## config.mk

```make
export PLATFORM = sky130hd
export DESIGN_NAME = vec_scalar_div_flat
export DESIGN_NICKNAME = d
export VERILOG_FILES = /design/src/rtl/vec_scalar_div_if.sv /design/src/rtl/vec_scalar_div.sv /design/src/flat_wrapper.sv
export SDC_FILE = /design/constraint.sdc
export NUM_CORES = 1
export LEC_CHECK = 0
export CAP_MARGIN = 20
export CORE_ASPECT_RATIO = 1.1
export CORE_UTILIZATION = 56
export CTS_BUF_LIST = sky130_fd_sc_hd__clkbuf_4
export CTS_CLUSTER_DIAMETER = 80
export DETAILED_ROUTE_END_ITERATION = 8
export PLACE_DENSITY = 0.83
export SYNTH_ARGS = -nofsm -noshare
export SYNTH_HDL_FRONTEND = slang
export SYNTH_SLANG_ARGS = --single-unit
```

## constraint.sdc

```tcl
create_clock -name clk -period 4.2 [get_ports clk]
set_input_delay 0.84 -clock clk [delete_from_list [all_inputs] [get_ports clk]]
set_output_delay 0.84 -clock clk [all_outputs]
set_load 0.02 [all_outputs]
```

## src/rtl/vec_scalar_div_if.sv

```systemverilog
// Handshake and data bus of the vector-by-scalar divider.
interface vec_scalar_div_if #(
  parameter int WIDTH = 32,
  parameter int SIZE  = 4
);
  logic                    start;
  logic [WIDTH-1:0]        d;
  logic [WIDTH*SIZE-1:0]   b;
  logic [WIDTH*SIZE-1:0]   y;
  logic                    busy;
  logic                    done;
  logic                    div0;

  modport master (output start, d, b, input y, busy, done, div0);
  modport slave  (input start, d, b, output y, busy, done, div0);
endinterface

```

## src/rtl/vec_scalar_div.sv

```systemverilog
// Sequential Q(WIDTH-FRAC).FRAC vector / scalar divider: one restoring
// radix-2 division per element, elements processed in index order.
module vec_scalar_div #(
  parameter int WIDTH = 32,
  parameter int SIZE  = 4,
  parameter int FRAC  = 16
) (
  input  logic            clk,
  input  logic            rst_n,
  vec_scalar_div_if.slave bus
);
  localparam int QW = WIDTH + FRAC;
  localparam int CW = $clog2(QW + 1);
  localparam int IW = (SIZE > 1) ? $clog2(SIZE) : 1;

  localparam logic [2:0] S_IDLE  = 3'd0;
  localparam logic [2:0] S_LOAD  = 3'd1;
  localparam logic [2:0] S_ITER  = 3'd2;
  localparam logic [2:0] S_STORE = 3'd3;
  localparam logic [2:0] S_DONE  = 3'd4;

  localparam logic [WIDTH-1:0] MAXP = {1'b0, {(WIDTH-1){1'b1}}};
  localparam logic [WIDTH-1:0] MINN = {1'b1, {(WIDTH-1){1'b0}}};

  logic [2:0]                  state;
  logic [SIZE-1:0][WIDTH-1:0]  b_r;
  logic [SIZE-1:0][WIDTH-1:0]  y_r;
  logic [WIDTH-1:0]            mag_d;
  logic                        d_neg;
  logic                        neg;
  logic                        div0_r;
  logic [QW-1:0]               num;
  logic [QW-1:0]               quo;
  logic [WIDTH:0]              rem;
  logic [CW-1:0]               cnt;
  logic [IW-1:0]               idx;

  logic [WIDTH-1:0]            b_cur;
  logic [WIDTH-1:0]            mag_b;
  logic [WIDTH:0]              rem_sh;
  logic                        ge;
  logic                        pos_ovf;
  logic                        neg_ovf;
  logic [WIDTH-1:0]            res;

  assign b_cur  = b_r[idx];
  assign mag_b  = b_cur[WIDTH-1] ? -b_cur : b_cur;
  assign rem_sh = {rem[WIDTH-1:0], num[QW-1]};
  assign ge     = rem_sh >= {1'b0, mag_d};

  // Negative results may reach exactly 2^(WIDTH-1); positive ones may not.
  assign pos_ovf = (|quo[QW-1:WIDTH]) | quo[WIDTH-1];
  assign neg_ovf = (|quo[QW-1:WIDTH]) | (quo[WIDTH-1] & (|quo[WIDTH-2:0]));

  always_comb begin
    res = '0;
    if (div0_r) begin
      if (b_cur[WIDTH-1])   res = MINN;
      else if (|b_cur)      res = MAXP;
    end else if (neg) begin
      res = neg_ovf ? MINN : -quo[WIDTH-1:0];
    end else begin
      res = pos_ovf ? MAXP : quo[WIDTH-1:0];
    end
  end

  always_ff @(posedge clk) begin
    if (!rst_n) begin
      state  <= S_IDLE;
      b_r    <= '0;
      y_r    <= '0;
      mag_d  <= '0;
      d_neg  <= 1'b0;
      neg    <= 1'b0;
      div0_r <= 1'b0;
      num    <= '0;
      quo    <= '0;
      rem    <= '0;
      cnt    <= '0;
      idx    <= '0;
    end else begin
      case (state)
        S_IDLE: if (bus.start) begin
          b_r    <= bus.b;
          mag_d  <= bus.d[WIDTH-1] ? -bus.d : bus.d;
          d_neg  <= bus.d[WIDTH-1];
          div0_r <= (bus.d == '0);
          idx    <= '0;
          state  <= S_LOAD;
        end
        S_LOAD: begin
          neg   <= b_cur[WIDTH-1] ^ d_neg;
          num   <= {mag_b, {FRAC{1'b0}}};
          rem   <= '0;
          quo   <= '0;
          cnt   <= CW'(QW);
          state <= S_ITER;
        end
        S_ITER: begin
          num <= num << 1;
          if (ge) begin
            rem <= rem_sh - {1'b0, mag_d};
            quo <= {quo[QW-2:0], 1'b1};
          end else begin
            rem <= rem_sh;
            quo <= {quo[QW-2:0], 1'b0};
          end
          cnt <= cnt - CW'(1);
          if (cnt == CW'(1)) state <= S_STORE;
        end
        S_STORE: begin
          y_r[idx] <= res;
          if (idx == IW'(SIZE - 1)) begin
            state <= S_DONE;
          end else begin
            idx   <= idx + IW'(1);
            state <= S_LOAD;
          end
        end
        S_DONE:  state <= S_IDLE;
        default: state <= S_IDLE;
      endcase
    end
  end

  assign bus.y    = y_r;
  assign bus.busy = (state == S_LOAD) || (state == S_ITER) || (state == S_STORE);
  assign bus.done = (state == S_DONE);
  assign bus.div0 = div0_r;
endmodule

```

## src/flat_wrapper.sv

```systemverilog
// flat-port wrapper written by rule: the top's interface ports become plain ports
module vec_scalar_div_flat 
#(
  parameter int WIDTH = 32,
  parameter int SIZE  = 4,
  parameter int FRAC  = 16
)
  (clk, rst_n, bus_start, bus_d, bus_b, bus_y, bus_busy, bus_done, bus_div0);
  vec_scalar_div_if #(.WIDTH(WIDTH), .SIZE(SIZE)) bus_i ();
  input  logic clk;
  input  logic rst_n;
  input wire logic [$bits(bus_i.start)-1:0] bus_start;
  input wire logic [$bits(bus_i.d)-1:0] bus_d;
  input wire logic [$bits(bus_i.b)-1:0] bus_b;
  output wire logic [$bits(bus_i.y)-1:0] bus_y;
  output wire logic [$bits(bus_i.busy)-1:0] bus_busy;
  output wire logic [$bits(bus_i.done)-1:0] bus_done;
  output wire logic [$bits(bus_i.div0)-1:0] bus_div0;
  assign bus_i.start = bus_start;
  assign bus_i.d = bus_d;
  assign bus_i.b = bus_b;
  assign bus_y = bus_i.y;
  assign bus_busy = bus_i.busy;
  assign bus_done = bus_i.done;
  assign bus_div0 = bus_i.div0;
  vec_scalar_div #(.WIDTH(WIDTH), .SIZE(SIZE), .FRAC(FRAC)) u_core (.clk(clk), .rst_n(rst_n), .bus(bus_i));
endmodule
```

==> results of run 1 <==
==> cells in the mapped netlist (all sizes together) (13+ instances only) <==
cell type / n / share of area [%]
a32oi: 13 / 0.58
buf: 16 / 0.45
clkbuf: 170 / 3.3
o221a: 22 / 1.3
nor2: 224 / 4.6
o21ai: 186 / 4.7
nor3: 37 / 1.1
a21oi: 334 / 8.6
xor2: 54 / 2.4
inv: 59 / 1.1
nand3: 49 / 1.3
or3: 16 / 0.51
nand2: 402 / 7.9
a211oi: 29 / 1.1
mux4: 31 / 3.6
xnor2: 39 / 1.7
dfxtp: 414 / 42
o31ai: 30 / 1.1
nor4: 13 / 0.45
a22oi: 78 / 3.0
ha: 41 / 2.6
==> power groups by stage <==
stage / combinational (uW) / clock (uW) / sequential [uW]
2_1_floorplan: 2910 / 0 / 4630
3_3_place_gp: 3860 / 0 / 4670
3_5_place_dp: 3970 / 0 / 4690
4_1_cts: 3990 / 3160 / 4600
5_1_grt: 4440 / 3400 / 4650
6_report: 4060 / 3110 / 4610
==> final cells by class <==
class / instances / area share [%]
Clock buffer: 140 / 4.40
Clock inverter: 24 / 0.492
Tap cell: 438 / 2.29
Timing Repair Buffer: 326 / 13.6
Multi-Input combinational cell: 1758 / 43.5
Sequential cell: 414 / 34.7
Inverter: 59 / 0.947
Antenna cell: 3 / 0.0314
==> cells by family after synthesis <==
group                      count (synthesis)  share of synthesized area [%]
xor gates and xnor gates                  93                           4.16
muxes                                     42                           4.14
adders and majority gates                 42                           2.72
buffers and inverters                    245                           4.83
DFF                                      414                           42.3
AOI/OAI and AO/OA                        763                           23.4
and+or+nand+nor                          818                           18.5
==> through the flow <==
step	area [um2]	hold slack (ns)	std cells	util [%]	total power [uW]
final	23900	0.384	3162	69.7	11800
after global routing	23900	0.349	3160	69.7	12500
after CTS	23900	0.330	3157	69.6	11700
after detailed placement	22700	0.443	2993	66.2	8660
after global placement	22700	0.439	2993	66.2	8530
after floorplan	19600	0.432	2417	-	7540
==> worst max-delay path by stage <==
| stage | start | to | slack [ns] | depth (start not counted) |
|---|---|---|---|---|
| 2_1_floorplan | u_core.idx[0]$_SDFFE_PN0P_ | u_core.bus.y[111]$_SDFFE_PN0P_ | 0.41 | 16 |
| 3_3_place_gp | bus_d[8] | u_core.mag_d[28]$_SDFFE_PN0P_ | 0.34 | 9 |
| 3_5_place_dp | bus_d[8] | u_core.mag_d[28]$_SDFFE_PN0P_ | 0.21 | 9 |
| 4_1_cts | u_core.idx[0]$_SDFFE_PN0P_ | u_core.bus.y[117]$_SDFFE_PN0P_ | 0.29 | 9 |
| 5_1_grt | u_core.idx[0]$_SDFFE_PN0P_ | u_core.bus.y[117]$_SDFFE_PN0P_ | 0.09 | 9 |
| 6_report | u_core.idx[0]$_SDFFE_PN0P_ | u_core.bus.y[117]$_SDFFE_PN0P_ | 0.30 | 9 |
==> routing by layer <==
| layer | track usage [%] | vias up | wire [um] |
|---|---|---|---|
| met1 | 38.1 | 8858 | 23000 |
| met5 | 0 | - | 31 |
| met2 | 49.2 | 791 | 25200 |
| met4 | 10.9 | 4 | 1330 |
| met3 | 5.65 | 104 | 4140 |
| li1 | - | 9078 | - |
==> flip-flops by register name, indices dropped and copies added (netlist names) <==
register	cells
u_core.b_r	128
u_core.bus.div0	1
u_core.bus.y	128
u_core.cnt	6
u_core.d_neg	1
u_core.idx	2
u_core.mag_d	32
u_core.neg	1
u_core.num	32
u_core.quo	48
u_core.rem	32
u_core.state	3
==> tightest hold or removal path, delay by kind of cell <==
kind,cells,cell delay (ns)
AO/OA/AOI/OAI,1,0.08
AND/OR/NAND/NOR,1,0.04
buffers and inverters,1,0.14
==> results.toml, run 1 <==
[run_status]
status = "completed"

[logic_synthesis]
yosysSeqAreaShare_pct = 42.3
syn_nets = 2622
yosysWarnings = 0
synth_flop_cell = "dfxtp_1"
synthCells = 2417
synth-async-reset-ratio_pct = 0
synth_area_um2 = 19600
synth_edf_count = 0
synth_cell_types = 82
synth.avg_cell_area_um2 = 8.11
ys_seq_elements = 414

[setup_path]
crit_slowest_cell = "dfxtp_2"
timing.rr.start = "u_core.idx[0]$_SDFFE_PN0P_"
path_cells = "buf_4 > mux4_2 > or4_1 > or3_1 > nor2_4 > a21oi_4 > nor2_8 > nand2_4 > o221a_1"
critPathTopFamily = "simple AND/OR/NAND/NOR gates"
path_class = "reg2reg"
max_stage_delay_ns = 0.77
cp_max_fo = 21
cp-end-kind = "flop"
reg2reg_slack_ns = 0.30
cp.buffers_inverters = 1
worstReg2RegEnd = "u_core.bus.y[117]$_SDFFE_PN0P_"
critPathLaunchType = "flop"
critPathRequiredTime_ns = 4.85
r2r_cells = 9
arrival_ns = 4.55

[power]
power_frac_seq_pct = 39.1
combPwrFrac_pct = 34.5
p_sw_share_pct = 37.3
leakagePower_uw = 0.00896
peakVddDrop_v = 0.000248
switchingPower_uw = 4390
power_density_nw_per_um2 = 492
pwr-share-clk_pct = 26.4
internal-power_uw = 7380

[placement]
dpl.hpwl_um = 37900
gp_congestion = 0.919
detailedPlace.worstSlack_ns = 0.214
port-buffer-count = 293

[cts]
post_cts_resized = 0
hold_buffers = 0
cts_buffer_depth = 3
clkLatencyLatePin_ns = 0.77
root_buffer = "clkbuf_4"
cts_max_level = 3
post_cts_buffers = 0
numClockSinks = 414
clk_pin_slew_ns = 0.07
cts_buffers = 100
cts_tree = "yes"

[timing]
final-hold-violation-count = 0
grt_setup_unrepaired = "false"
min_period_ns = 3.90
finalCritPeriodShare_pct = 92.9
maxSlewViolCount = 0
setup_viol = 0
clock.fmax_mhz = 256
final.setup.tns_ns = 0
tightest_slew_ns = 1.05
max_slew_margin_pct = 29.7
setup_slack_ns = 0.296
fin_skew_ns = 0.0529

[hold_path]
whs_path_depth = 3
min_to = "u_core.bus.y[28]$_SDFFE_PN0P_"
hold_start = "rst_n"
hp-class = "in2reg"

[die]
die_width_um = 180
die_area_um2 = 35800
initial_core_util_pct = 57.2
die_h_um = 198
placeableCoreArea_um2 = 34300
io_pins = 294
rows = 71

[global_routing]
grt_max_degree = 184
grt_pass1_wl_um = 86900
grtUsageTotal_pct = 29.5
grt_pass1_vias = 17602
grt-ovfl-total = 0
antenna_found_initial = 5

[cells_and_area]
multi_input_area_um2 = 10400
final_cell_mix = "412 x dfxtp_1, 398 x nand2_1, 332 x a21oi_1"
nFillCells = 2661
area.sequential_um2 = 8290
fin_nets = 2864
final_common_cell = "dfxtp_1"
drive_gt1_share_pct = 9.78
area_delta_synth_final_pct = 22.0

[route]
totalWireLength_um = 53800
via_per_inst = 5.96
dr.pass1.iters = 6
wl_per_cell_um = 17.0
drtIter0Drc = 1681
ant_nets = 0
drc_errors = 0
vias = 18835

[job]
cap_violations = 0
Power figures use the tool's default switching activity.
==> inputs of run 2 (changes only) <==
--- a/config.mk
+++ b/config.mk
@@ -11,7 +11,8 @@
 export CTS_BUF_LIST = sky130_fd_sc_hd__clkbuf_4
 export CTS_CLUSTER_DIAMETER = 80
 export DETAILED_ROUTE_END_ITERATION = 8
-export PLACE_DENSITY = 0.83
+export MAX_ROUTING_LAYER = met4
+export PLACE_DENSITY = 0.87
 export SYNTH_ARGS = -nofsm -noshare
 export SYNTH_HDL_FRONTEND = slang
 export SYNTH_SLANG_ARGS = --single-unit
==> run 2 against run 1 <==
- core utilization decreased by 0.16 points
- final area decreased by 0.23%
- clock-buffer cell count decreased by 4
- sequential power about the same
- wire length increased by 0.32%
==> results.toml, run 2 (synthesized netlist as in run 1, its figures left out) <==
[power]
power_frac_seq_pct = 39.4
total_power_uw = 11700
pwr-share-clk_pct = 26.2
internal-power_uw = 7310
switchingPower_uw = 4400
peakVddDrop_v = 0.000307
power_density_nw_per_um2 = 491
p_sw_share_pct = 37.6
combPwrFrac_pct = 34.5
leakagePower_uw = 0.00895

[timing]
finalCritPeriodShare_pct = 90.7
fin_skew_ns = 0.0650
setup_viol = 0
setup_slack_ns = 0.391
final.setup.tns_ns = 0
min_period_ns = 3.81
maxSlewViolCount = 0
max_slew_margin_pct = 41.7
clock.fmax_mhz = 263
grt_setup_unrepaired = "false"
final-hold-violation-count = 0
tightest_slew_ns = 0.874

[die]
placeableCoreArea_um2 = 34300
die_h_um = 198
io_pins = 294
die_width_um = 180
rows = 71
die_area_um2 = 35800
initial_core_util_pct = 57.2

[placement]
dpl.hpwl_um = 37900
detailedPlace.worstSlack_ns = 0.238
place_inst = 2994
gp_congestion = 0.975
port-buffer-count = 293

[setup_path]
cp.buffers_inverters = 1
critPathRequiredTime_ns = 4.84
arrival_ns = 4.45
cp-end-kind = "flop"
path_cells = "buf_4 > mux4_2 > or4_1 > or3_1 > nor2_4 > a21oi_4 > nor2_8 > nand2_4 > o221a_1"
timing.rr.start = "u_core.idx[0]$_SDFFE_PN0P_"
crit_slowest_cell = "dfxtp_2"
crit_path_start = "u_core.idx[0]$_SDFFE_PN0P_"
cp_max_fo = 17
critPathLaunchType = "flop"
critPathTopFamily = "simple AND/OR/NAND/NOR gates"
max_stage_delay_ns = 0.72
path_class = "reg2reg"

[cts]
clkLatencyLatePin_ns = 0.77
post_cts_buffers = 0
cts_max_level = 3
hold_buffers = 0
post_cts_resized = 0
cts_tree = "yes"
clk_pin_slew_ns = 0.07
numClockSinks = 414
root_buffer = "clkbuf_4"
cts_buffer_depth = 3
cts_buffers = 99

[cells_and_area]
fin_nets = 2863
final_cells = 3165
final_cell_mix = "412 x dfxtp_1, 398 x nand2_1, 332 x a21oi_1"
area_delta_synth_final_pct = 21.7
drive_gt1_share_pct = 9.61
nFillCells = 2627
final_common_cell = "dfxtp_1"

[hold_path]
hold_start = "u_core.b_r[103]$_SDFFE_PN0P_"
hp-class = "reg2reg"

[global_routing]
grt_pass1_wl_um = 87700
grt_max_degree = 188
antenna_found_initial = 2
grtUsageTotal_pct = 30.7
grt_pass1_vias = 18087
grt-ovfl-total = 0

[route]
ant_nets = 0
drc_errors = 0
vias = 18930
drtIter0Drc = 1658
totalWireLength_um = 53900
dr.pass1.iters = 7
wl_per_cell_um = 17.0
via_per_inst = 5.98

[job]
cap_violations = 0

[run_status]
status = "completed"
==> run 2: changes by cell type in the layout (fill, tap and decap cells not counted) <==
cell        delta
buf_12         -3
buf_4          +3
clkbuf_4       -4
clkinv_1       +8
clkinv_2       +1
clkinvlp_4     -1
diode_2        -1
inv_2          +2
inv_6          -1
inv_8          -1
==> run 2: power groups by stage <==
| stage | sequential (uW) | clock, uW | combinational, uW |
|---|---|---|---|
| floorplan | 4630 | 0 | 2910 |
| global placement | 4660 | 0 | 3840 |
| detailed placement | 4690 | 0 | 3960 |
| CTS | 4600 | 3120 | 3980 |
| global route | 4650 | 3320 | 4430 |
| finish | 4610 | 3060 | 4030 |
==> run 2: metrics by stage <==
step	cell area (um2)	utilization (%)	hold slack, ns
final	23900	69.6	0.454
after global routing	23900	69.6	0.470
after CTS	23800	69.5	0.454
after detailed placement	22700	66.1	0.445
after global placement	22700	66.1	0.440
after floorplan	19600	-	0.432
==> run 2: layout make-up <==
class	count	area [um2]	area share [%]
Tap cell	438	548	2.30
Inverter	59	226	0.949
Multi-Input combinational cell	1758	10400	43.6
Antenna cell	2	5.00	0.0210
Timing Repair Buffer	326	3220	13.5
Clock buffer	136	1020	4.28
Sequential cell	414	8290	34.8
Clock inverter	32	133	0.556
==> run 2: path summary, 6_finish.rpt <==
check / slack [ns] / end / cells after the start
setup / recovery: 0.39 / u_core.bus.y[117]$_SDFFE_PN0P_ / 9
hold / removal: 0.45 / u_core.b_r[103]$_SDFFE_PN0P_ / 2
setup reg to reg: 0.39 / u_core.bus.y[117]$_SDFFE_PN0P_ / 9
hold reg to reg: 0.45 / u_core.b_r[103]$_SDFFE_PN0P_ / 2
==> run 2: per-layer routing <==
layer | vias to the layer above | wire length [um] | track usage, %
li1 | 9059 | - | -
met1 | 8860 | 22400 | 36.9
met2 | 884 | 25900 | 51.1
met3 | 127 | 4130 | 5.22
met4 | 0 | 1500 | 12.3
met5 | - | 0 | -
==> run 2: worst reg2reg max path: cells and delay by family (launching register included) <==
family                 cells  cell delay (ns)
buffers and inverters      1             0.34
AND/OR/NAND/NOR            5             1.59
flip-flops                 1             0.72
multiplexers               1             0.56
AO/OA/AOI/OAI              2             0.49
==> inputs of run 3 (changes only) <==
==> constraint.sdc (replaced) <==
create_clock -name clk -period 4.2 [get_ports clk]
set_input_delay 0.42 -clock clk [delete_from_list [all_inputs] [get_ports clk]]
set_output_delay 0.42 -clock clk [all_outputs]
set_load 0.02 [all_outputs]
==> run 3 against run 2 <==
- fmax increased by 1.3%
- clock skew decreased by 0.0040 ns
- die area unchanged
- sequential share of layout area decreased by 0.11 points
- global-route usage increased by 0.12 points
- wire length increased by 1.8%
- non-clock buffer count decreased by 3
- hold slack got worse by 0.26 ns
- setup slack improved by 0.050 ns
- register-to-register slack improved by 0.05 ns
- highest routed layer unchanged
==> results.toml, run 3 (synthesized netlist as in run 1, its figures left out) <==
[placement]
dpl.hpwl_um = 38400
placed_area_um2 = 22700
gp_congestion = 0.967
port-buffer-count = 293

[global_routing]
grtUsageTotal_pct = 30.8
grt_max_degree = 139
grt-ovfl-total = 0
grt_pass1_vias = 17666
grt_pass1_wl_um = 87500
antenna_found_initial = 1

[cells_and_area]
drive_gt1_share_pct = 9.61
multi_input_area_um2 = 10400
nFillCells = 2655
post-route-util_pct = 69.8
area.sequential_um2 = 8290
final_common_cell = "dfxtp_1"
fin_nets = 2860
area_delta_synth_final_pct = 22.1
final_cell_mix = "412 x dfxtp_1, 398 x nand2_1, 332 x a21oi_1"
final_area_um2 = 23900

[timing]
setup_viol = 0
fin_skew_ns = 0.0611
maxSlewViolCount = 0
min_period_ns = 3.76
finalCritPeriodShare_pct = 89.5
tightest_slew_ns = 0.966
hold_slack_ns = 0.193
final.setup.tns_ns = 0
max_slew_margin_pct = 35.6
grt_setup_unrepaired = "false"
clock.fmax_mhz = 266
final-hold-violation-count = 0

[die]
io_pins = 294
initial_core_util_pct = 57.2
rows = 71
placeableCoreArea_um2 = 34300
die_width_um = 180
die_area_um2 = 35800
die_h_um = 198

[setup_path]
cp_max_fo = 24
max_stage_delay_ns = 0.64
path_cells = "buf_12 > mux4_2 > or4_1 > or3_1 > nor2_4 > a21oi_4 > nor2_8 > nand2_4 > o221a_1"
crit_cells = 9
cp.buffers_inverters = 1
cp-end-kind = "flop"
critPathTopFamily = "simple AND/OR/NAND/NOR gates"
arrival_ns = 4.43
r2r_cells = 9
path_class = "reg2reg"
critPathLaunchType = "flop"
crit_slowest_cell = "dfxtp_2"
critPathRequiredTime_ns = 4.87

[hold_path]
whs_path_depth = 3
hp-class = "in2reg"

[route]
drc_errors = 0
vias = 18924
dr.pass1.iters = 6
wl_per_cell_um = 17.3
totalWireLength_um = 54900
ant_nets = 0
drtIter0Drc = 1537
via_per_inst = 5.98

[cts]
clkLatencyLatePin_ns = 0.80
cts_tree = "yes"
root_buffer = "clkbuf_4"
cts_buffer_depth = 3
cts_buffers = 99
cts_max_level = 3
numClockSinks = 414
clk_pin_slew_ns = 0.07

[power]
power_density_nw_per_um2 = 497
power_frac_seq_pct = 38.8
pwr-share-clk_pct = 27.1
total_power_uw = 11900
combPwrFrac_pct = 34.1
p_sw_share_pct = 37.4
switchingPower_uw = 4460
peakVddDrop_v = 0.000338
leakagePower_uw = 0.00897
internal-power_uw = 7450

[job]
cap_violations = 0

[run_status]
status = "completed"
run 3: changes by cell type in the layout (fill, tap and decap cells not counted), sizes merged:
cell,change
bufinv,+2
diode,+1
buf,-4
clkbuf,-1
clkinv,+2
dlygate4sd3,+1
run 3: timing repair:
item / in CTS / in global routing
endpoints found under the hold margin: 2 / 0
setup buffers: 0 / 0
gates resized for setup: 0 / 0
hold buffers: 1 / 0
run 3: path summary, 6_finish.rpt:
check / from / end / slack (ns)
setup / recovery: u_core.idx[0]$_SDFFE_PN0P_ / u_core.bus.y[53]$_SDFFE_PN0P_ / 0.44
hold / removal: bus_b[79] / u_core.b_r[79]$_SDFFE_PN0P_ / 0.19
setup reg to reg: u_core.idx[0]$_SDFFE_PN0P_ / u_core.bus.y[53]$_SDFFE_PN0P_ / 0.44
hold reg to reg: u_core.b_r[14]$_SDFFE_PN0P_ / u_core.b_r[14]$_SDFFE_PN0P_ / 0.45
run 3: layout make-up:
cell class                      instances  area share, %
Multi-Input combinational cell       1758           43.5
Antenna cell                            3         0.0314
Tap cell                              438           2.29
Inverter                               59          0.946
Clock buffer                          135           4.24
Timing Repair Buffer                  323           13.5
Clock inverter                         36          0.873
Sequential cell                       414           34.6
run 3: through the flow:
step | std cells | worst slack [ns]
after detailed placement | 2990 | 0.467
after global routing | 3164 | 0.227
after floorplan | 2417 | 0.409
after global placement | 2990 | 0.567
after CTS | 3162 | 0.435
final | 3166 | 0.442
run 3: worst register-to-register path, cell delays in order, from the launching register on:
cell and delay (ns):
dfxtp_2 0.64, buf_12 0.29, mux4_2 0.57, or4_1 0.59
or3_1 0.43, nor2_4 0.24, a21oi_4 0.26, nor2_8 0.27
nand2_4 0.10, o221a_1 0.27
run 3: per-layer routing:
layer | global-route usage, % | vias to the layer above | routed length (um)
li1 | - | 9055 | -
met1 | 37.9 | 8893 | 23200
met2 | 51.1 | 861 | 26000
met3 | 5.37 | 115 | 4380
met4 | 10.4 | 0 | 1270
met5 | - | - | 0
run 3: power by group through the flow:
stage / sequential [uW] / combinational, uW / clock (uW)
after detailed placement: 4690 / 3980 / 0
after global routing: 4650 / 4460 / 3480
final: 4610 / 4060 / 3230
after floorplan: 4630 / 2910 / 0
after global placement: 4670 / 3880 / 0
after CTS: 4610 / 4010 / 3270
